`src/rtl/apb_uart_pkg.sv`:
```
// Shared types and constants for the APB UART receive slice.
// Holds the receiver FSM states, frame-mode codes, data-bit counts and size defaults.
package apb_uart_pkg;

    typedef enum logic [2:0] {
        IDLE,
        START,
        DATA,
        PARITY,
        STOP
    } rx_state_t;

    localparam logic MODE_8B  = 1'b0;
    localparam logic MODE_10B = 1'b1;

    localparam logic [3:0] NBITS_8  = 4'd8;
    localparam logic [3:0] NBITS_10 = 4'd10;

    localparam int BAUD_W_DEF = 20;
    localparam int DATA_W_DEF = 32;

endpackage

```
`src/rtl/apb_uart_rx_sync.sv`:
```
// Two-flop synchroniser for the serial line plus a falling-edge detector.
// Ports: clk, rstn (sync, active-high), line (async serial in),
//        line_sync (synchronised line), fall (one-cycle falling-edge pulse).
module apb_uart_rx_sync (
    input  logic clk,
    input  logic rstn,
    input  logic line,
    output logic line_sync,
    output logic fall
);

    logic meta;
    logic prev;

    // All flops reset to the idle-high line level so reset never fakes an edge.
    always_ff @(posedge clk) begin
        if (rstn) begin
            meta      <= 1'b1;
            line_sync <= 1'b1;
            prev      <= 1'b1;
        end else begin
            meta      <= line;
            line_sync <= meta;
            prev      <= line_sync;
        end
    end

    assign fall = prev & ~line_sync;

endmodule

```
`src/rtl/apb_uart_rx.sv`:
```
// UART receiver slice: latches bit divisor and frame mode, then deserialises frames
// on rx_in into a zero-extended data register.
// Ports: clk, rstn (sync, active-high), sel, rx_en, mode (0=8b, 1=10b),
//        baud (clocks per bit), rx_in (idle high), rx_data (last good frame).
// Build option: APB_UART_RX_PARITY_EN adds one even-parity bit before the stop bit.
module apb_uart_rx
    import apb_uart_pkg::*;
#(
    parameter int BAUD_W = BAUD_W_DEF,
    parameter int DATA_W = DATA_W_DEF
) (
    input  logic              clk,
    input  logic              rstn,
    input  logic              sel,
    input  logic              rx_en,
    input  logic              mode,
    input  logic [BAUD_W-1:0] baud,
    input  logic              rx_in,
    output logic [DATA_W-1:0] rx_data
);

    rx_state_t         state;
    logic [BAUD_W-1:0] cfg_baud;
    logic              cfg_mode;
    logic [BAUD_W-1:0] timer;
    logic [3:0]        bit_cnt;
    logic [9:0]        shreg;
    logic              ferr;

    logic              rxs;
    logic              fall;

    logic              cfg_wr;
    logic              rx_act;
    logic              baud_ok;
    logic              half_hit;
    logic              bit_hit;
    logic              good;
    logic [3:0]        n_bits;
    logic [9:0]        mask;

    apb_uart_rx_sync u_sync (
        .clk       (clk),
        .rstn      (rstn),
        .line      (rx_in),
        .line_sync (rxs),
        .fall      (fall)
    );

    assign cfg_wr   = sel & ~rx_en;
    assign rx_act   = sel & rx_en;
    assign baud_ok  = cfg_baud >= BAUD_W'(2);
    assign half_hit = timer == (cfg_baud >> 1) - BAUD_W'(1);
    assign bit_hit  = timer == cfg_baud - BAUD_W'(1);
    assign n_bits   = (cfg_mode == MODE_10B) ? NBITS_10 : NBITS_8;
    assign mask     = (cfg_mode == MODE_10B) ? 10'h3FF : 10'h0FF;

`ifdef APB_UART_RX_PARITY_EN
    logic par_err;
    assign good = ~par_err;
`else
    assign good = 1'b1;
`endif

    always_ff @(posedge clk) begin
        if (rstn) begin
            rx_data  <= '0;
            cfg_baud <= '0;
            cfg_mode <= MODE_8B;
            state    <= IDLE;
            timer    <= '0;
            bit_cnt  <= '0;
            shreg    <= '0;
            ferr     <= 1'b0;
`ifdef APB_UART_RX_PARITY_EN
            par_err  <= 1'b0;
`endif
        end else begin
            // Config can only change while the receiver is off, so never mid-frame.
            if (cfg_wr) begin
                cfg_baud <= baud;
                cfg_mode <= mode;
            end

            if (!rx_act) begin
                state <= IDLE;
                timer <= '0;
                ferr  <= 1'b0;
            end else begin
                unique case (state)
                    IDLE: begin
                        if (fall && baud_ok) begin
                            state <= START;
                            timer <= '0;
                        end
                    end
                    START: begin
                        // Half-bit check: a line already back high was a glitch.
                        if (half_hit) begin
                            timer <= '0;
                            if (!rxs) begin
                                state   <= DATA;
                                bit_cnt <= '0;
                                shreg   <= '0;
`ifdef APB_UART_RX_PARITY_EN
                                par_err <= 1'b0;
`endif
                            end else begin
                                state <= IDLE;
                            end
                        end else begin
                            timer <= timer + BAUD_W'(1);
                        end
                    end
                    DATA: begin
                        if (bit_hit) begin
                            timer          <= '0;
                            shreg[bit_cnt] <= rxs;
                            if (bit_cnt == n_bits - 4'd1) begin
`ifdef APB_UART_RX_PARITY_EN
                                state <= PARITY;
`else
                                state <= STOP;
`endif
                            end else begin
                                bit_cnt <= bit_cnt + 4'd1;
                            end
                        end else begin
                            timer <= timer + BAUD_W'(1);
                        end
                    end
`ifdef APB_UART_RX_PARITY_EN
                    PARITY: begin
                        if (bit_hit) begin
                            timer   <= '0;
                            par_err <= (^shreg) ^ rxs;
                            state   <= STOP;
                        end else begin
                            timer <= timer + BAUD_W'(1);
                        end
                    end
`endif
                    STOP: begin
                        // After a framing error, hold off until the line idles high.
                        if (ferr) begin
                            if (rxs) begin
                                ferr  <= 1'b0;
                                state <= IDLE;
                            end
                        end else if (bit_hit) begin
                            timer <= '0;
                            if (rxs) begin
                                if (good) begin
                                    rx_data <= DATA_W'(shreg & mask);
                                end
                                state <= IDLE;
                            end else begin
                                ferr <= 1'b1;
                            end
                        end else begin
                            timer <= timer + BAUD_W'(1);
                        end
                    end
                    default: begin
                        state <= IDLE;
                    end
                endcase
            end
        end
    end

endmodule

```
`config.mk`:
```
export PLATFORM = sky130hd
export DESIGN_NAME = apb_uart_rx
export DESIGN_NICKNAME = d
export VERILOG_FILES = /design/src/rtl/apb_uart_pkg.sv /design/src/rtl/apb_uart_rx_sync.sv /design/src/rtl/apb_uart_rx.sv
export SDC_FILE = /design/constraint.sdc
export NUM_CORES = 1
export LEC_CHECK = 0
export CAP_MARGIN = 20
export CORE_MARGIN = 3
export CORE_UTILIZATION = 40
export CTS_BUF_LIST = sky130_fd_sc_hd__clkbuf_8
export CTS_CLUSTER_DIAMETER = 40
export DETAILED_ROUTE_END_ITERATION = 6
export GPL_ROUTABILITY_DRIVEN = 0
export PLACE_DENSITY = 0.63
export SETUP_SLACK_MARGIN = 0.15
export SLEW_MARGIN = 20
export SYNTH_ARGS = -nofsm -noshare
export SYNTH_HDL_FRONTEND = slang
export SYNTH_SLANG_ARGS = --single-unit
```
`constraint.sdc`:
```
create_clock -name clk -period 9.8 [get_ports clk]
set_input_delay 1.47 -clock clk [delete_from_list [all_inputs] [get_ports clk]]
set_output_delay 1.47 -clock clk [all_outputs]
set_load 0.005 [all_outputs]
```
# After elaboration in Yosys (flattened, before gate mapping)
# Index checks and enable logic that the tools add are counted.
[totals]
ff_bits = 94
in_bits = 26
output_inout_bits = 32
word_cells = 83
[classes]
n_addsub = 5
n_lt_le_gt_ge = 3
eq_ne = 14
n_mux = 31
bitwise_logic = 8
reduce_logical = 11
[ops]
columns = ["cell", "n"]
rows = [
  ["20-bit 2-to-1 mux", 4],
  ["20-bit case mux with 4 select lines", 1],
  ["20-bit == test", 2],
  ["10-bit 2-to-1 mux", 4],
  ["3-bit 2-to-1 mux", 7],
  ["20-bit by 1-bit adder with 20-bit output, second input constant", 1],
  ["20-bit by 2-bit greater-or-equal comparator with 1-bit output, second input constant", 1],
  ["10-bit case mux with 2 select lines", 1],
  ["19-bit by 1-bit subtractor with 20-bit output, second input constant", 1],
  ["20-bit by 1-bit subtractor with 20-bit output, second input constant", 1],
  ["4-bit 2-to-1 mux", 4],
  ["5-bit AND reduction", 3],
  ["2-bit != test, second input constant", 7],
  ["3-bit case mux with 4 select lines", 1],
  ["10-bit bitwise AND", 1],
  ["10-bit bitwise mux", 1],
  ["4-bit case mux with 2 select lines", 1],
  ["6-bit AND reduction", 1],
  ["4-bit by 5-bit less-than comparator with 1-bit output, second input constant", 1],
  ["4-bit by 1-bit adder with 4-bit output, second input constant", 1],
  ["1-bit demux with 4-bit select", 1],
  ["4-bit == test", 1],
  ["4-bit by 1-bit greater-or-equal comparator with 1-bit output, second input constant", 1],
  ["1-bit 2-to-1 mux", 4],
  ["14 further kinds", 21],
]

# Depth between registers and ports, before layout
# Gate-level depths: netlist of run 1.
[depth]
depth_word = 7
ltp_mapped = 13
ltp_nobuf = 11

# Cells and area by module
# A second synthesis of run 1 with hierarchy kept.
[unflattened]
cells_unflattened = 658
area_unflattened_um2 = 4962.3
[modules_own_cells]
columns = ["mod", "instances", "cells_each", "area_each_um2", "seq_area_each_um2"]
rows = [
  ["apb_uart_rx", 1, 651, 4877.2, 1381.3],
  ["apb_uart_rx_sync", 1, 7, 85.1, 60.1],
]

# Least setup slack after synthesis of run 1
# OpenSTA, ideal clock, no wires.
[synth_timing]
kind = "register -> register"
start = "register cfg_baud[2]"
end = "register bit_cnt[0]"
setup_ps = 128
arrival_ps = 3199
required_time_ps = 9672
setup_slack_ps = 6473
path_stages_with_launch = 13
n_path_buf = 2
period_less_slack_ps = 3327
cell_sequence = "dfxtp_1 > clkbuf_1 > inv_1 > ha_1 > nor4b_1 > nand3_1 > xnor2_1 > or4_1 > or4_4 > a21oi_4 > buf_6 > mux2i_1 > nor2_1"
[synth_between]
elab_chain_cells = 4
elab_cells_between_ends = 7
classes_between = "add/sub (2); eq/ne (4); reduce/logical (1)"
[synth_lines]
columns = ["element", "line", "rtl"]
rows = [
  ["from (decl)", "apb_uart_rx.sv:23", "logic [BAUD_W-1:0] cfg_baud;"],
  ["from (signal assigned)", "apb_uart_rx.sv:81", "cfg_baud <= baud;"],
  ["20-bit by 1-bit subtractor with 20-bit output / 19-bit by 1-bit subtractor with 20-bit output (equally long branches)", "apb_uart_rx.sv:54, apb_uart_rx.sv:53", ""],
  ["20-bit == test (on tied branches)", "apb_uart_rx.sv:54, apb_uart_rx.sv:53", ""],
  ["2-bit != test (no source line)", "--", ""],
  ["6-bit AND reduction (no source line) (*)", "--", ""],
  ["to (signal assigned)", "apb_uart_rx.sv:126", "bit_cnt <= bit_cnt + 4'd1;"],
  ["to (decl)", "apb_uart_rx.sv:26", "logic [3:0] bit_cnt;"],
]
# Every way passes the cells marked *; elsewhere a longest branch is shown, timed or not.
# A chain may end at the register's enable or synchronous reset.

# Worst setup path in the final report of run 1
[layout_timing]
start = "register cfg_baud[2]"
end = "register rx_data[9]"
[layout_between]
elab_chain_cells = 3
[layout_lines]
columns = ["element", "line", "rtl"]
rows = [
  ["20-bit by 1-bit subtractor with 20-bit output", "apb_uart_rx.sv:54", "assign bit_hit = timer == cfg_baud - BAUD_W'(1);"],
  ["20-bit == test", "apb_uart_rx.sv:54", ""],
  ["5-bit AND reduction (no source line)", "--", ""],
  ["to (signal assigned)", "apb_uart_rx.sv:154", "rx_data <= DATA_W'(shreg & mask);"],
  ["to (decl)", "apb_uart_rx.sv:19", "output logic [DATA_W-1:0] rx_data"],
]
# Every way passes these cells.

==> flow_summary.toml, run 1 <==
[synthesis]
syn_avg_cell_area_um2 = 7.51
synth.largest_area_cell = "dfxtp_1"
synth_most_common_cell = "nand2_1"
ys_seq_elements = 72
yosys_warnings = 0
synth_top_area_share_pct = 29.4
ys_seq_area_share_pct = 29.4
synthTopCellsByArea = "dfxtp_1 (29%), nand2_1 (8.3%), xnor2_1 (6.6%), a21oi_1 (4.1%), xor2_1 (3.4%)"
ys.flop_type = "dfxtp_1"
syn_area_mm2 = 0.00491
synthArstFlopShare_pct = 0
synth_cell_types = 68
netlist_instances = 654
synth-edff-count = 0
synth_common_cells = "nand2_1 (109), dfxtp_1 (72), nor2_1 (43)"

[clock_tree]
post_cts_buffers = 0
cts_buffer_depth = 2
cts_tree = "yes"
ctsHoldBuffers = 0
cts_buffers = 9
cts.reportedPaths.clkPinSlew_ns = 0.08
ctsResizeCount = 0
ctsRootBufferMaster = "clkbuf_8"
clock-sinks = 72
htreeDepth = 3
clock_latency_ns = 0.37

[placed_design]
dp_hpwl_um = 8660
place_area_mm2 = 0.00514
dp.cells = 781
portBuffers = 35

[job]
cap_violations = 0

[setup_path]
start_kind = "flip-flop"
cp_cell_sequence = "inv_1 > ha_1 > nor2b_1 > nor4b_1 > nand4_1 > xnor2_1 > nand3_1 > nor4b_4 > nand4_1 > or2_2 > a21oi_1"
cp_slowest_cell = "nor4b_1"
crit_buf_inv = 1
critPathMaxStageDelay_ns = 0.78
critPathMaxFanout = 12
path_class = "reg -> reg"
r2r_slack_ns = 5.56
crit_required_ns = 10.10
cp-end-kind = "flip-flop"
crit_top_cell = "nand4_1"
cp_top_family = "simple AND/OR/NAND/NOR gates"
cp.arrival_ns = 4.54

[timing]
skew_ns = 0.0118
tns_ns = 0
period_minus_slack_ns = 4.24
slew_headroom_pct = 32.7
hold_ws_ns = 0.419
tightest_slew_ns = 1.01
finalHoldViolCount = 0
setup_viol = 0
grt_setup_unrepaired = "false"
timing.fmax_mhz = 236
finalMaxSlewViolations = 0
fin_crit_sh_pct = 43.3

[die]
fp.dieH_um = 117
core_mm2 = 0.0117
die_w_um = 117
die_area_mm2 = 0.0136
ioPinCount = 58
row_count = 39
start_util_pct = 41.9

[global_routing]
antenna_found_initial = 0
grt_pass1_vias = 3977
track_usage_pct = 17.7
grt_pass1_wl_um = 19300
overflow = 0
grt_max_degree = 51

[detailed_routing]
post_drt_wl_per_cell_um = 14.8
wl_um = 11800
drtAntennaViolNets = 0
drtIter0Drc = 257
viasPerCell = 5.54
drcViolationCount = 0
vias = 4414
drt_pass1_iterations = 5

[layout]
final_layout_size_suffix_gt1_share_pct = 6.42
antenna_cells = 0
final_cells = 797
fin_nets = 683
fin_area_mm2 = 0.00536
areaGrowthSynthToFinish_pct = 9.20
ff_latch_area_mm2 = 0.00144
multi_input_area_mm2 = 0.00309
fillCellCount = 1183

[power]
leakage_nw = 1.97
vdd_ir_drop_max_uv = 87.2
p_per_area_mw_per_mm2 = 127

[min_path]
hold_class = "reg -> reg"

[run_status]
status = "finished clean"
final timing paths:
kind,depth (start not counted),endpoint,startpoint
setup / recovery,11,rx_data[9],cfg_baud[2]
hold / removal,1,u_sync.line_sync,u_sync.meta
setup reg to reg,11,rx_data[9],cfg_baud[2]
hold reg to reg,1,u_sync.line_sync,u_sync.meta
final cells by class:
type,count,area share [%]
Clock buffer,9,2.31
Clock inverter,7,1.80
Inverter,17,1.19
Multi-Input combinational cell,511,57.5
Sequential cell,72,26.9
Tap cell,143,3.34
Timing Repair Buffer,38,6.95
logic make-up (layout without fill, tap and decap cells):
family	count (synthesis)	count (layout)	share of synthesized area (%)
and+or+nand+nor	298	298	31.4
AOI/OAI and AO/OA	115	115	15.2
buffers and inverters	92	71	9.43
DFF	72	72	29.4
xor gates and xnor gates	56	56	9.99
muxes	12	12	2.45
adders and majority gates	8	8	2.04
other	1	22	0.0764
power breakdown:
part | internal (mW) | total, mW | switching [mW]
Clock | 0.144 | 0.264 | 0.121
Sequential | 0.297 | 0.307 | 0.0106
Combinational | 0.0477 | 0.108 | 0.0599
metal layers:
metal	track usage, %	up-vias	routed length (um)
met4	8.10	0	282
met3	3.86	22	596
met5	0	-	0
li1	-	2213	-
met1	24.6	2060	5720
met2	26.4	119	5170
layout by cell type (no fill, tap or decap), types with 22 or more instances in the layout:
| master | instances |
|---|---|
| nand2_1 | 109 |
| dfxtp_1 | 72 |
| nor2_1 | 43 |
| a21oi_1 | 40 |
| xnor2_1 | 37 |
| clkdlybuf4s50_1 | 35 |
| nand3_1 | 25 |
| nand4_1 | 23 |
| conb_1 | 22 |
flip-flops by register name, indices dropped and copies added (netlist names):
signal / flops
cfg_baud: 20
timer: 20
rx_data: 10
shreg: 10
bit_cnt: 4
state: 3
cfg_mode: 1
ferr: 1
u_sync.line_sync: 1
u_sync.meta: 1
u_sync.prev: 1
metrics by stage:
stage | util [%] | setup slack [ns] | power [mW]
detailed placement | 43.9 | 5.61 | 0.420
CTS | 45.8 | 5.64 | 0.685
global route | 45.8 | 5.17 | 0.712
global placement | 43.9 | 5.80 | 0.418
finish | 45.8 | 5.56 | 0.679
floorplan | - | 6.47 | 0.399
worst register-to-register path, stage by stage, from the launching register on:
cell and delay, ns:
dfxtp_1 0.38, inv_1 0.12, ha_1 0.32, nor2b_1 0.25
nor4b_1 0.78, nand4_1 0.21, xnor2_1 0.21, nand3_1 0.17
nor4b_4 0.40, nand4_1 0.65, or2_2 0.54, a21oi_1 0.15
Note: power is estimated with default switching activity, not from simulation.
==> run 2: changes to the inputs <==
- PLACE_DENSITY: 0.63 -> 0.66
- clock period: 9.8 -> 3.4 ns (I/O delays scaled with it)
==> flow_summary.toml, run 2 (synthesis gave the netlist of run 1 again) <==
[run_status]
status = "finished clean"

[die]
ioPinCount = 58
row_count = 39
start_util_pct = 41.9
die_w_um = 117
core_mm2 = 0.0117
die_area_mm2 = 0.0136
fp.dieH_um = 117

[timing]
timing.fmax_mhz = 318
finalHoldViolCount = 0
grt_setup_unrepaired = "false"
tns_ns = 0
tightest_slew_ns = 0.725
finalWorstSetupSlack_ns = 0.256
setup_viol = 0
finalMaxSlewViolations = 0
slew_headroom_pct = 51.7
skew_ns = 0.0131
fin_crit_sh_pct = 92.5
period_minus_slack_ns = 3.14

[placed_design]
dp_hpwl_um = 9510
portBuffers = 35
pre_cts_slack_ns = 0.128
dp.cells = 820

[detailed_routing]
viasPerCell = 5.54
post_drt_wl_per_cell_um = 15.4
drtAntennaViolNets = 0
drcViolationCount = 0
wl_um = 13000
vias = 4688
drtIter0Drc = 378
drt_pass1_iterations = 5

[power]
leakage_nw = 2.26
p_total_mw = 2.00
p_per_area_mw_per_mm2 = 343
vdd_ir_drop_max_uv = 260

[clock_tree]
cts_buffers = 9
cts_tree = "yes"
ctsRootBufferMaster = "clkbuf_8"
htreeDepth = 3
clock_latency_ns = 0.37
cts_buffer_depth = 2
clock-sinks = 72
ctsHoldBuffers = 0
cts.reportedPaths.clkPinSlew_ns = 0.08

[setup_path]
cp-end-kind = "flip-flop"
critPathMaxFanout = 11
path_class = "reg -> reg"
start_kind = "flip-flop"
crit_required_ns = 3.65
ff2ff_path_depth = 11
cp.arrival_ns = 3.39

[min_path]
hold_class = "reg -> reg"
min_delay_path_depth = 1

[layout]
fillCellCount = 1100
multi_input_area_mm2 = 0.00321
largestRegisters = "cfg_baud x20, timer x20"
areaGrowthSynthToFinish_pct = 19.1
antenna_cells = 0
ff_latch_area_mm2 = 0.00145
final_cell_mix = "nand2_1 (108), dfxtp_1 (69), buf_4 (51)"
final_cells = 846
final_layout_size_suffix_gt1_share_pct = 16.2
layout_commonest_cell = "nand2_1"
fin_nets = 732

[global_routing]
grt_max_degree = 49
antenna_found_initial = 0
grt_use_met3_pct = 3.80
use_met2_pct = 29.1
grt.met1_usage_pct = 26.1
overflow = 0
track_usage_pct = 19.1
grt-busiest-layer = "met2"
grt_pass1_vias = 4360
grt_pass1_wl_um = 20900

[job]
cap_violations = 0
[run 2: changes by cell type in the layout (fill, tap and decap cells not counted), sizes merged]
cell / previous run / this run
buf: 3 / 52
clkinvlp: 2 / 0
inv: 19 / 21
bufinv: 2 / 1
clkinv: 1 / 2
[run 2: power by group]
part	total [mW]	switching [mW]	internal (mW)
logic	0.391	0.206	0.185
registers	0.880	0.0242	0.855
clock network	0.734	0.380	0.354
[run 2: layout make-up]
type / count / area share [%]
clock buffers: 9 / 2.12
clock inverters: 7 / 1.45
inverters: 17 / 1.09
multi-input cells: 511 / 54.8
flip-flops and latches: 72 / 24.7
well taps: 143 / 3.06
repair buffers: 87 / 12.7
[run 2: path summary, 6_finish.rpt]
path	startpoint	end	slack, ns
worst min register to register	u_sync.meta	u_sync.line_sync	0.43
worst max-delay path	cfg_baud[2]	bit_cnt[1]	0.26
worst max register to register	cfg_baud[2]	bit_cnt[1]	0.26
worst min-delay path	u_sync.meta	u_sync.line_sync	0.43
[run 2: critical path, cell delays in order (launching register included)]
cell	delay, ns
dfxtp_4	0.43
inv_1	0.12
ha_4	0.23
xnor2_1	0.14
nor4_2	0.37
nand4_1	0.14
or4_1	0.48
or4_4	0.48
a21oi_4	0.20
buf_4	0.19
a211oi_1	0.08
o21bai_1	0.17
[run 2: metrics by stage]
| stage | util (%) | hold slack [ns] | area (um^2) |
|---|---|---|---|
| 2_1_floorplan | - | 0.389 | 5000 |
| 3_3_place_gp | 46.5 | 0.392 | 5440 |
| 3_5_place_dp | 46.5 | 0.396 | 5440 |
| 4_1_cts | 48.3 | 0.440 | 5650 |
| 5_1_grt | 49.9 | 0.445 | 5850 |
| 6_report | 49.9 | 0.433 | 5850 |
[run 2: layer usage]
metal  wire (um)  vias to the layer above
li1            -                     2310
met1        6050                     2173
met2        5720                      167
met3         870                       38
met4         369                        0
met5           0                        -
[run 2: timing repair]
item / 4_1_cts / 5_1_grt
pin swaps: 1 / 7
endpoints found under the setup margin: 10 / 45
setup buffers: 0 / 10
resized for setup: 2 / 27
hold endpoints to repair: 0 / 0
==> run 3: changes to the inputs <==
- ABC_CLOCK_PERIOD_IN_PS: unset -> 3400
- CORE_MARGIN: 3 -> unset
==> flow_summary.toml, run 3 (synthesis gave the netlist of run 1 again) <==
[clock_tree]
ctsRootBufferMaster = "clkbuf_8"
clock-sinks = 72
cts_tree = "yes"
cts.reportedPaths.clkPinSlew_ns = 0.08
htreeDepth = 3
clock_latency_ns = 0.36
cts_buffer_depth = 2
cts_buffers = 9

[timing]
fin_crit_sh_pct = 91.4
slew_headroom_pct = 50.1
grt_setup_unrepaired = "false"
skew_ns = 0.0145
period_minus_slack_ns = 3.11
tightest_slew_ns = 0.749
setup_viol = 0
tns_ns = 0
timing.fmax_mhz = 322
finalHoldViolCount = 0
finalMaxSlewViolations = 0

[die]
row_count = 40
fp.dieH_um = 113
ioPinCount = 58
start_util_pct = 40.9
die_w_um = 113
core_mm2 = 0.0120
die_area_mm2 = 0.0127

[run_status]
status = "finished clean"

[setup_path]
r2r-end = "shreg[8]"
path_class = "reg -> reg"
cp_top_family = "simple AND/OR/NAND/NOR gates"
critPathMaxStageDelay_ns = 0.59
cp_slowest_cell = "or4_1"
cp_cell_sequence = "inv_1 > ha_4 > nor4b_4 > nand3_1 > xnor2_1 > or4_1 > or4_4 > a21oi_4 > buf_4 > a211o_1 > o21ai_0"
r2r-start = "cfg_baud[2]"
cp.depth = 11
ff2ff_path_depth = 11
crit_buf_inv = 2
start_kind = "flip-flop"
cp.arrival_ns = 3.35
critPathMaxFanout = 8
r2r_slack_ns = 0.29
cp-end-kind = "flip-flop"
crit_required_ns = 3.64

[detailed_routing]
highest_layer = "met4"
viasPerCell = 5.55
post_drt_wl_per_cell_um = 14.7
wl_met2_um = 5540
drcViolationCount = 0
wl_um = 12300
wl_met1_um = 5860
drtIter0Drc = 367
met3_length_um = 712
drtAntennaViolNets = 0
vias = 4669
drt_pass1_iterations = 5

[layout]
areaGrowthSynthToFinish_pct = 18.8
antenna_cells = 0
utilization_pct = 48.6
final_cell_mix = "nand2_1 (106), dfxtp_1 (67), nor2_1 (43)"
fin_nets = 723
fin_area_mm2 = 0.00583
layout_commonest_cell = "nand2_1"
fillCellCount = 1167
largestRegisters = "cfg_baud x20, timer x20"
final_layout_size_suffix_gt1_share_pct = 16.7

[min_path]
hold_class = "reg -> reg"
hold_end = "u_sync.line_sync"
min_delay_path_depth = 1
holdCritStartpoint = "u_sync.meta"

[global_routing]
track_usage_pct = 19.8
grt_pass1_wl_um = 20300
antenna_found_initial = 0
grt_max_degree = 49
grt_pass1_vias = 4199
overflow = 0

[placed_design]
place_area_mm2 = 0.00539
dp_hpwl_um = 8930
portBuffers = 35

[job]
cap_violations = 0

[power]
p_total_mw = 1.97
p_per_area_mw_per_mm2 = 338
leakage_nw = 2.22
vdd_ir_drop_max_uv = 324
==> run 3: how the worst max path moves through the flow <==
stage	endpoint	slack (ns)	from
2_1_floorplan	bit_cnt[0]	0.28	cfg_baud[2]
3_3_place_gp	shreg[7]	0.07	cfg_baud[1]
3_5_place_dp	shreg[6]	-0.007	cfg_baud[1]
4_1_cts	shreg[0]	0.17	cfg_baud[1]
5_1_grt	shreg[7]	0.15	cfg_baud[2]
6_report	shreg[8]	0.29	cfg_baud[2]
==> run 3: repair_timing <==
item,in CTS,in global routing
pin swaps,1,12
cloned,0,1
resized for setup,6,36
setup endpoints to repair,36,40
hold buffers,0,0
buffers inserted,3,5
==> run 3: routing by layer <==
layer	up-vias	global-route usage (%)
met5	-	0
met4	0	7.73
met3	19	3.64
met2	165	30.4
met1	2187	27.4
li1	2298	-
==> run 3: cell type report <==
cell class,instances,area (um^2),share of cell area (%)
clock buffers,9,124,2.12
well taps,147,184,3.15
inverters,17,66.3,1.14
flip-flops and latches,72,1450,24.9
repair buffers,77,669,11.5
clock inverters,7,78.8,1.35
multi-input cells,512,3260,55.9
==> run 3: metrics by stage <==
step	hold WS [ns]	std cells	setup WS, ns
6_report	0.419	841	0.291
2_1_floorplan	0.389	675	0.276
4_1_cts	0.427	835	0.166
5_1_grt	0.450	841	0.154
3_3_place_gp	0.406	816	0.0669
3_5_place_dp	0.406	816	-0.00729
==> run 3: power breakdown <==
| group | internal, mW | switching, mW |
|---|---|---|
| registers | 0.856 | 0.0285 |
| logic | 0.185 | 0.203 |
| clock network | 0.345 | 0.357 |
